==> src/rtl/agc_loop_ctrl.sv <==
`timescale 1ns/1ps
// agc_loop_ctrl: automatic gain control loop sequencer.
// Periodically requests a power estimate, converts the dB error against the
// target into a clamped gain step, tracks lock, and flags missed estimates.
module agc_loop_ctrl #(
    parameter int unsigned PERIOD     = 1024,
    parameter int unsigned SETTLE     = 64,
    parameter logic [7:0]  GAIN_INIT  = 8'd128,
    parameter logic [7:0]  GAIN_MIN   = 8'd0,
    parameter logic [7:0]  GAIN_MAX   = 8'd255,
    parameter int unsigned STEP_SHIFT = 2,
    parameter logic [8:0]  DEADBAND   = 9'd2,
    parameter logic [8:0]  LOCK_WIN   = 9'd6,
    parameter int unsigned LOCK_CNT   = 4,
    parameter int unsigned TIMEOUT    = 32
) (
    input  logic       clk,
    input  logic       reset_n,
    input  logic       agc_en,
    input  logic [8:0] target_dB,
    input  logic [8:0] pwr_est_dB,
    input  logic       pwr_est_end,
    output logic       log_start,
    output logic [7:0] gain_code,
    output logic       gain_valid,
    output logic       agc_lock,
    output logic       est_timeout
);

    // One shared cycle counter serves WAIT, EST and SETTLE; it is sized for
    // the longest of the three.
    localparam int unsigned CNT_MAX =
        (PERIOD > SETTLE) ? ((PERIOD > TIMEOUT) ? PERIOD : TIMEOUT)
                          : ((SETTLE > TIMEOUT) ? SETTLE : TIMEOUT);
    localparam int CW = $clog2(CNT_MAX + 1);
    localparam int LW = $clog2(LOCK_CNT + 1);

    localparam logic [CW-1:0] PERIOD_LAST  = CW'(PERIOD - 1);
    localparam logic [CW-1:0] SETTLE_LAST  = CW'(SETTLE - 1);
    localparam logic [CW-1:0] TIMEOUT_LAST = CW'(TIMEOUT - 1);
    localparam logic [LW-1:0] LOCK_FULL    = LW'(LOCK_CNT);

    typedef enum logic [2:0] {
        ST_IDLE,
        ST_WAIT,
        ST_REQ,
        ST_EST,
        ST_UPD,
        ST_SETTLE
    } state_t;

    state_t          state;
    state_t          next_state;
    logic [CW-1:0]   cnt;
    logic [LW-1:0]   lock_cnt;
    logic [LW-1:0]   lock_next;
    logic [8:0]      est_cap;

    logic signed [9:0]  err;
    logic [9:0]         err_mag;
    logic [9:0]         step_mag;
    logic signed [9:0]  delta;
    logic signed [10:0] gain_sum;
    logic [7:0]         gain_next;
    logic               in_deadband;
    logic               in_lock_win;

    // Next-state logic; a low agc_en overrides every state.
    // NOTE: next_state is given its default before any branch so no path
    // through this block leaves it unassigned, which would infer a latch.
    always_comb begin
        next_state = state;
        if (!agc_en) begin
            next_state = ST_IDLE;
        end else begin
            case (state)
                ST_IDLE:   next_state = ST_WAIT;
                ST_WAIT:   if (cnt == PERIOD_LAST) next_state = ST_REQ;
                ST_REQ:    next_state = ST_EST;
                ST_EST: begin
                    if (pwr_est_end)              next_state = ST_UPD;
                    else if (cnt == TIMEOUT_LAST) next_state = ST_WAIT;
                end
                ST_UPD:    next_state = ST_SETTLE;
                ST_SETTLE: if (cnt == SETTLE_LAST) next_state = ST_WAIT;
                default:   next_state = ST_IDLE;
            endcase
        end
    end

    // Error-to-gain datapath evaluated during UPD from the captured estimate.
    // The shift acts on the magnitude so positive and negative errors round
    // the same way (toward zero), and any error outside the deadband moves
    // the gain by at least one code.
    always_comb begin
        err         = {1'b0, target_dB} - {1'b0, est_cap};
        err_mag     = err[9] ? $unsigned(-err) : $unsigned(err);
        in_deadband = (err_mag <= {1'b0, DEADBAND});
        in_lock_win = (err_mag <= {1'b0, LOCK_WIN});

        step_mag = err_mag >> STEP_SHIFT;
        if (step_mag == 10'd0) step_mag = 10'd1;

        if (in_deadband)  delta = '0;
        else if (err[9])  delta = -$signed(step_mag);
        else              delta = $signed(step_mag);

        gain_sum = $signed({3'b000, gain_code}) + $signed({delta[9], delta});
        if (gain_sum < $signed({3'b000, GAIN_MIN}))      gain_next = GAIN_MIN;
        else if (gain_sum > $signed({3'b000, GAIN_MAX})) gain_next = GAIN_MAX;
        else                                             gain_next = gain_sum[7:0];

        if (!in_lock_win)            lock_next = '0;
        else if (lock_cnt == LOCK_FULL) lock_next = lock_cnt;
        else                         lock_next = lock_cnt + LW'(1);
    end

    // State register.
    // NOTE: sequential blocks use non-blocking assignments so every register
    // samples the pre-edge values, independent of statement order.
    always_ff @(posedge clk or negedge reset_n) begin
        if (!reset_n) state <= ST_IDLE;
        else          state <= next_state;
    end

    // Shared cycle counter: restarts on every state change and rests in IDLE.
    always_ff @(posedge clk or negedge reset_n) begin
        if (!reset_n)                                    cnt <= '0;
        else if (next_state != state || state == ST_IDLE) cnt <= '0;
        else                                             cnt <= cnt + CW'(1);
    end

    // Registered outputs, lock tracking and estimate capture.
    always_ff @(posedge clk or negedge reset_n) begin
        if (!reset_n) begin
            log_start   <= 1'b0;
            gain_code   <= GAIN_INIT;
            gain_valid  <= 1'b0;
            agc_lock    <= 1'b0;
            est_timeout <= 1'b0;
            lock_cnt    <= '0;
            est_cap     <= '0;
        end else begin
            log_start  <= (next_state == ST_REQ);
            gain_valid <= 1'b0;
            if (!agc_en) begin
                agc_lock    <= 1'b0;
                est_timeout <= 1'b0;
                lock_cnt    <= '0;
            end else begin
                case (state)
                    ST_IDLE: gain_code <= GAIN_INIT;
                    ST_EST: begin
                        if (pwr_est_end) begin
                            est_cap <= pwr_est_dB;
                        end else if (cnt == TIMEOUT_LAST) begin
                            est_timeout <= 1'b1;
                            lock_cnt    <= '0;
                            agc_lock    <= 1'b0;
                        end
                    end
                    ST_UPD: begin
                        gain_code  <= gain_next;
                        gain_valid <= 1'b1;
                        lock_cnt   <= lock_next;
                        agc_lock   <= (lock_next == LOCK_FULL);
                    end
                    default: ;
                endcase
            end
        end
    end

endmodule

==> config.mk <==
export PLATFORM = sky130hd
export DESIGN_NAME = agc_loop_ctrl
export DESIGN_NICKNAME = d
export VERILOG_FILES = /design/src/rtl/agc_loop_ctrl.sv
export SDC_FILE = /design/constraint.sdc
export NUM_CORES = 1
export LEC_CHECK = 0
export BUFFER_PORTS_ARGS = -buffer_cell sky130_fd_sc_hd__buf_2
export CORE_AREA = 2 2 68 134
export CTS_BUF_LIST = sky130_fd_sc_hd__clkbuf_8
export DETAILED_ROUTE_END_ITERATION = 10
export DIE_AREA = 0 0 70 136
export PLACE_DENSITY = 0.6
export RECOVER_POWER = 50
export SLEW_MARGIN = 15
export SYNTH_ARGS = -nofsm -noshare
export SYNTH_HDL_FRONTEND = slang
export SYNTH_SLANG_ARGS = --single-unit
==> constraint.sdc <==
create_clock -name clk -period 11.6 [get_ports clk]
set_input_delay 1.74 -clock clk [delete_from_list [all_inputs] [get_ports clk]]
set_output_delay 1.74 -clock clk [all_outputs]
set_load 0.05 [all_outputs]
==> results of run 1 <==
[cell families (layout without fill, tap and decap cells)]
logic type / Yosys count / after routing
adders and majority gates: 25 / 25
AOI/OAI and AO/OA: 123 / 123
buffers and inverters: 37 / 68
muxes: 7 / 7
DFF: 38 / 38
and+or+nand+nor: 153 / 153
xor gates and xnor gates: 21 / 21
[critical path: cells and delay by family]
family / cells / cell delay [ps]
AO/OA/AOI/OAI: 11 / 2510
XOR/XNOR: 2 / 880
adder cells (fa/ha/maj): 4 / 1300
buffers and inverters: 2 / 110
multiplexers: 1 / 500
AND/OR/NAND/NOR: 6 / 1030
[where the power goes]
| part | total, mW | switching, mW | leakage (nW) | internal, mW |
|---|---|---|---|---|
| sequential | 0.134 | 0.000983 | 0.482 | 0.133 |
| clock | 0.119 | 0.0552 | 0.0504 | 0.0640 |
| combinational | 0.0633 | 0.0387 | 1.13 | 0.0246 |
[registers in the layout, summed over array words and instances, names as in the netlist]
register,flops
agc_lock,1
cnt,11
gain_code,8
est_cap,9
lock_cnt,3
log_start,1
state,3
est_timeout,1
gain_valid,1
[cells in the final DEF (no fill, tap or decap), types with 5 or more instances in the layout]
master / Yosys / layout
ha_1: 23 / 23
nand3_1: 12 / 12
nor2_1: 52 / 52
buf_2: 2 / 31
a21oi_1: 30 / 30
xnor2_1: 15 / 15
nor3_1: 7 / 7
o21ai_0: 23 / 23
nor2b_1: 7 / 7
and3_1: 7 / 7
nor4_1: 5 / 5
o211ai_1: 5 / 5
a22oi_1: 7 / 7
nand2_1: 41 / 41
dfrtp_1: 37 / 37
o21a_1: 7 / 7
a21o_1: 5 / 5
inv_1: 26 / 26
xor2_1: 5 / 5
clkbuf_8: 0 / 5
[final timing paths]
kind,startpoint,end,slack (ps)
min,cnt[0],cnt[0],490
min in group asynchronous,reset_n,est_cap[5],2040
max,target_dB[0],gain_code[4],3700
min reg2reg,cnt[0],cnt[0],490
max reg2reg,est_cap[0],gain_code[4],4810
max in group asynchronous,reset_n,gain_code[2],8350
[routing by layer]
metal / up-vias / wire (um) / track usage (%)
met5: - / 0 / 0
met4: 0 / 477 / 13.0
met3: 31 / 246 / 2.52
met2: 63 / 4550 / 34.9
met1: 1476 / 3360 / 19.5
li1: 1519 / - / -
[stage by stage]
stage          cell area (sq um)  hold WS, ps  cells
2_1_floorplan               3290          455    404
3_3_place_gp                3540          470    527
3_5_place_dp                3540          481    527
4_1_cts                     3660          496    535
5_1_grt                     3660          523    535
6_report                    3660          493    535
[final cells by class]
type / count / area, sq um
Fill cell: 862 / 4870
Timing Repair Buffer: 34 / 170
Sequential cell: 38 / 952
Inverter: 26 / 97.6
Clock buffer: 5 / 68.8
Clock inverter: 3 / 45.0
Multi-Input combinational cell: 329 / 2200
Tap cell: 100 / 125
==> impl_metrics.ini, run 1 <==
[route]
vias = 3089
drc = 0
wl_per_cell_um = 16.1
firstDrtPassIters = 4
drt-initial-drc-count = 142
vias_per_cell = 5.77
drtAntennaViolNets = 0
wl_um = 8630

[hold_path]
hold_depth = 1
hp-class = reg -> reg

[pwr]
p_per_area_nw_per_um2 = 86.6
p_leak_nw = 1.67
total_power_mw = 0.317
vdd_drop_max_mv = 0.0641

[sta]
finalSetupViolations = 0
rsz0062_at_grt = false
hold_viol = 0
slew_viol_final = 39
clock_skew_ps = 10.2
layout_min_cycle_time_ps = 7900
worstMarginPinSlew_ps = 2110
fin_crit_sh_pct = 68.1
fmax_mhz = 127
worst_slack_ps = 3700
finalSetupTns_ps = 0
relSlewSlack_pct = -40.9

[global_route]
antenna_found_initial = 0
grt_overflow_total = 0
grt_max_degree = 39
grt_pass1_vias = 3160
grt_use_total_pct = 19.0
grt_pass1_wl_um = 14500

[worst_setup_path]
cp.required_ps = 11770
path_class = in -> reg
r2r_cells = 24
cp_max_fo = 8
crit_arrival_ps = 8060
max_stage_delay_ps = 710
cp-end-kind = flop
worstSetupStartpointType = primary input
critPathSlowestCell = xor2_1

[synth]
syn_nets = 451
synth_area_leaders = dfrtp_1 (28%), ha_1 (8.7%), nor2_1 (5.9%), nand2_1 (4.7%), a21oi_1 (4.6%)
syn_inst = 404
yosysMostFrequentCell = nor2_1
synth-compound-area-share_pct = 27.0
synth_xor_area_share_pct = 5.82
yosys_warnings = 0
seq_area_frac_synth_pct = 28.9
synth-adder-area-share_pct = 9.96
yosysTopAreaCell = dfrtp_1
synth_mux_area_share_pct = 2.28
ys.flop_type = dfrtp_1
ys_ff_latch = 38
synth_area_sq_um = 3290
synthTopCellsByCount = nor2_1 (52), nand2_1 (41), dfrtp_1 (37), a21oi_1 (30), inv_1 (26)
netlist.area_leader.share_pct = 28.1
async_reset_ff_share_pct = 100
synth_top_family_by_area = compound AO/OA/AOI/OAI gates
synth-simple-area-share_pct = 21.7
ys_types = 60
synth_edf_count = 0
avgSynthCellArea_sq_um = 8.15

[floorplan]
start_util_pct = 38.6
dieArea_sq_um = 9520
core_sq_um = 8530
ioPinCount = 34
die_h_um = 136
die_w_um = 70
rows = 48

[placed_design]
dpl.hpwl_um = 6820
dp_slack_ps = 3490
portBuffers = 33
gp_congestion = 0.943

[outcome]
failed_checks = capacitance limit, slew limit
status = finished with violations

[layout]
drive_gt1_share_pct = 13.3
fin_util_pct = 42.9
insertedDiodeCount = 0
nets = 481
area_delta_synth_final_pct = 11.1

[cts]
cts_sinks = 38
clk_latency_ps = 310
cts.clk_slew.worst_paths_ps = 80
clock_path_buffers = 2
cts.hold.buffers_added = 0
numCtsBuffers = 5
cts_max_level = 2
cts_tree = done
post_cts_buffers = 0
cts_resized = 0
cts-root-buf = clkbuf_8

[job]
cap_violations = 1
Note: power is estimated with default switching activity, not from simulation.
==> run 2, diff against run 1 <==
--- a/config.mk
+++ b/config.mk
@@ -10,7 +10,7 @@
 export CTS_BUF_LIST = sky130_fd_sc_hd__clkbuf_8
 export DETAILED_ROUTE_END_ITERATION = 10
 export DIE_AREA = 0 0 70 136
-export PLACE_DENSITY = 0.6
+export PLACE_DENSITY = 0.62
 export RECOVER_POWER = 50
 export SLEW_MARGIN = 15
 export SYNTH_ARGS = -nofsm -noshare
==> constraint.sdc (replaced) <==
create_clock -name clk -period 6.9 [get_ports clk]
set_input_delay 1.035 -clock clk [delete_from_list [all_inputs] [get_ports clk]]
set_output_delay 1.035 -clock clk [all_outputs]
set_load 0.05 [all_outputs]
==> run 2 against run 1 <==
The flow still finishes with violations (capacitance limit, slew limit). Sequential share of layout area is 0.35 points lower. Die area stayed put. Worst setup slack worse by 3200 ps. Largest cell class unchanged. Flip-flop and latch count is the same. Critical path depth is 1 lower. Critical endpoint is now gain_code[7]. Wire length is 0.83% higher. Register-to-register slack worse by 3900 ps. Cell count increased by 1.7%. Clock skew fell by 2.7 ps. Highest routed layer unchanged.
==> impl_metrics.ini, run 2 (synthesized netlist as in run 1, its figures left out) <==
[outcome]
status = finished with violations
failed_checks = capacitance limit, slew limit

[worst_setup_path]
cp.required_ps = 7120
worstReg2RegStart = est_cap[0]
path_class = in -> reg
worstSetupStartpointType = primary input
crit_start = target_dB[0]
endpoint = gain_code[7]
r2r_cells = 23
critPathSlowestCell = a2111oi_4
worstReg2RegEnd = gain_code[7]
r2r_setup_slack_ps = 880
cp-end-kind = flop
max_stage_delay_ps = 470
cp_max_fo = 7
crit_arrival_ps = 6660

[route]
firstDrtPassIters = 4
drt-initial-drc-count = 183
wl_um = 8710
drtAntennaViolNets = 0
wl_met3_um = 230
vias = 3107
routed.top_layer = met4
met2_length_um = 4930
wl_per_cell_um = 16.0
drc = 0
vias_per_cell = 5.71
m1WireLength_um = 3120

[pwr]
p_per_area_nw_per_um2 = 137
p_sw_share_pct = 31.2
p_leak_nw = 1.71
p_switching_mw = 0.159
internal_power_mw = 0.350
vdd_drop_max_mv = 0.0900
clockPowerShare_pct = 33.8
seq_power_share_pct = 44.4
combPwrFrac_pct = 21.8

[layout]
largest_register = cnt
reg_top3 = cnt (11), est_cap (9), gain_code (8)
final_common_cell = nor2_1
final_cell_mix = nor2_1 (52), nand2_1 (41), dfrtp_1 (37)
drive_gt1_share_pct = 15.3
nets = 490
area_delta_synth_final_pct = 12.6
largest_reg_flops = 11
stdcell_count = 544
insertedDiodeCount = 0

[cts]
cts_max_level = 2
cts_tree = done
cts-root-buf = clkbuf_8
clk_latency_ps = 300
cts_sinks = 38
post_cts_buffers = 0
cts.hold.buffers_added = 0
clock_path_buffers = 2
cts.clk_slew.worst_paths_ps = 80
cts_resized = 0
numCtsBuffers = 5

[placed_design]
dpl.hpwl_um = 6920
portBuffers = 33
dpl.cell_count = 536
gp_congestion = 0.957

[sta]
finalSetupViolations = 0
fmax_mhz = 155
hold_viol = 0
relSlewSlack_pct = -47.1
fin_crit_sh_pct = 93.3
rsz0062_at_grt = false
clock_skew_ps = 7.58
fin_worst_hold_slack_ps = 514
finalSetupTns_ps = 0
layout_min_cycle_time_ps = 6440
slew_viol_final = 39
worstMarginPinSlew_ps = 2210

[global_route]
grt_pass1_wl_um = 14500
antenna_found_initial = 0
grt_use_total_pct = 19.2
grt_max_degree = 39
grt_pass1_vias = 3195
grt_overflow_total = 0

[floorplan]
die_h_um = 136
core_sq_um = 8530
ioPinCount = 34
die_w_um = 70
rows = 48
dieArea_sq_um = 9520
start_util_pct = 38.6

[hold_path]
hold_depth = 1
hp-class = reg -> reg

[job]
cap_violations = 1
[run 2: critical path, delay by kind of cell]
kind	cells	cell delay [ps]
buffers and inverters	2	100
AND/OR/NAND/NOR	4	850
adder cells (fa/ha/maj)	4	1400
XOR/XNOR	1	200
AO/OA/AOI/OAI	14	3030
[run 2: power groups by stage]
stage,Sequential [mW],Clock [mW],Combinational [mW]
after floorplan,0.229,0,0.0757
after global placement,0.230,0,0.109
after detailed placement,0.230,0,0.110
after CTS,0.226,0.177,0.111
after global routing,0.226,0.186,0.123
final,0.226,0.172,0.111
[run 2: area by class of cell]
class / count / area (sq um)
timing repair buffer: 43 / 239
clock inverter: 2 / 12.5
tap: 100 / 125
sequential: 38 / 952
fill: 878 / 4820
clock buffer: 6 / 82.6
inverter: 26 / 97.6
multi-input combinational: 329 / 2200
[run 2: how the worst min path moves through the flow]
stage	start	to	slack, ps
global route	agc_lock	agc_lock	520
floorplan	cnt[0]	cnt[0]	460
global placement	agc_lock	agc_lock	490
detailed placement	agc_lock	agc_lock	480
CTS	agc_lock	agc_lock	510
finish	est_timeout	est_timeout	510
[run 2: layer usage]
metal / vias to the layer above / GRT usage [%]
met4: 0 / 11.6
li1: 1543 / -
met2: 66 / 38.2
met5: - / 0
met3: 33 / 2.67
met1: 1465 / 17.7
[run 2: per-stage QoR]
| step | instance area (sq um) | worst slack [ps] | util, % | total power [mW] |
|---|---|---|---|---|
| 6_report | 3710 | 460 | 43.5 | 0.508 |
| 5_1_grt | 3710 | 47.3 | 43.5 | 0.536 |
| 4_1_cts | 3710 | 400 | 43.5 | 0.514 |
| 3_5_place_dp | 3610 | 90.5 | 42.4 | 0.340 |
| 3_3_place_gp | 3610 | 151 | 42.4 | 0.339 |
| 2_1_floorplan | 3290 | 433 | - | 0.305 |
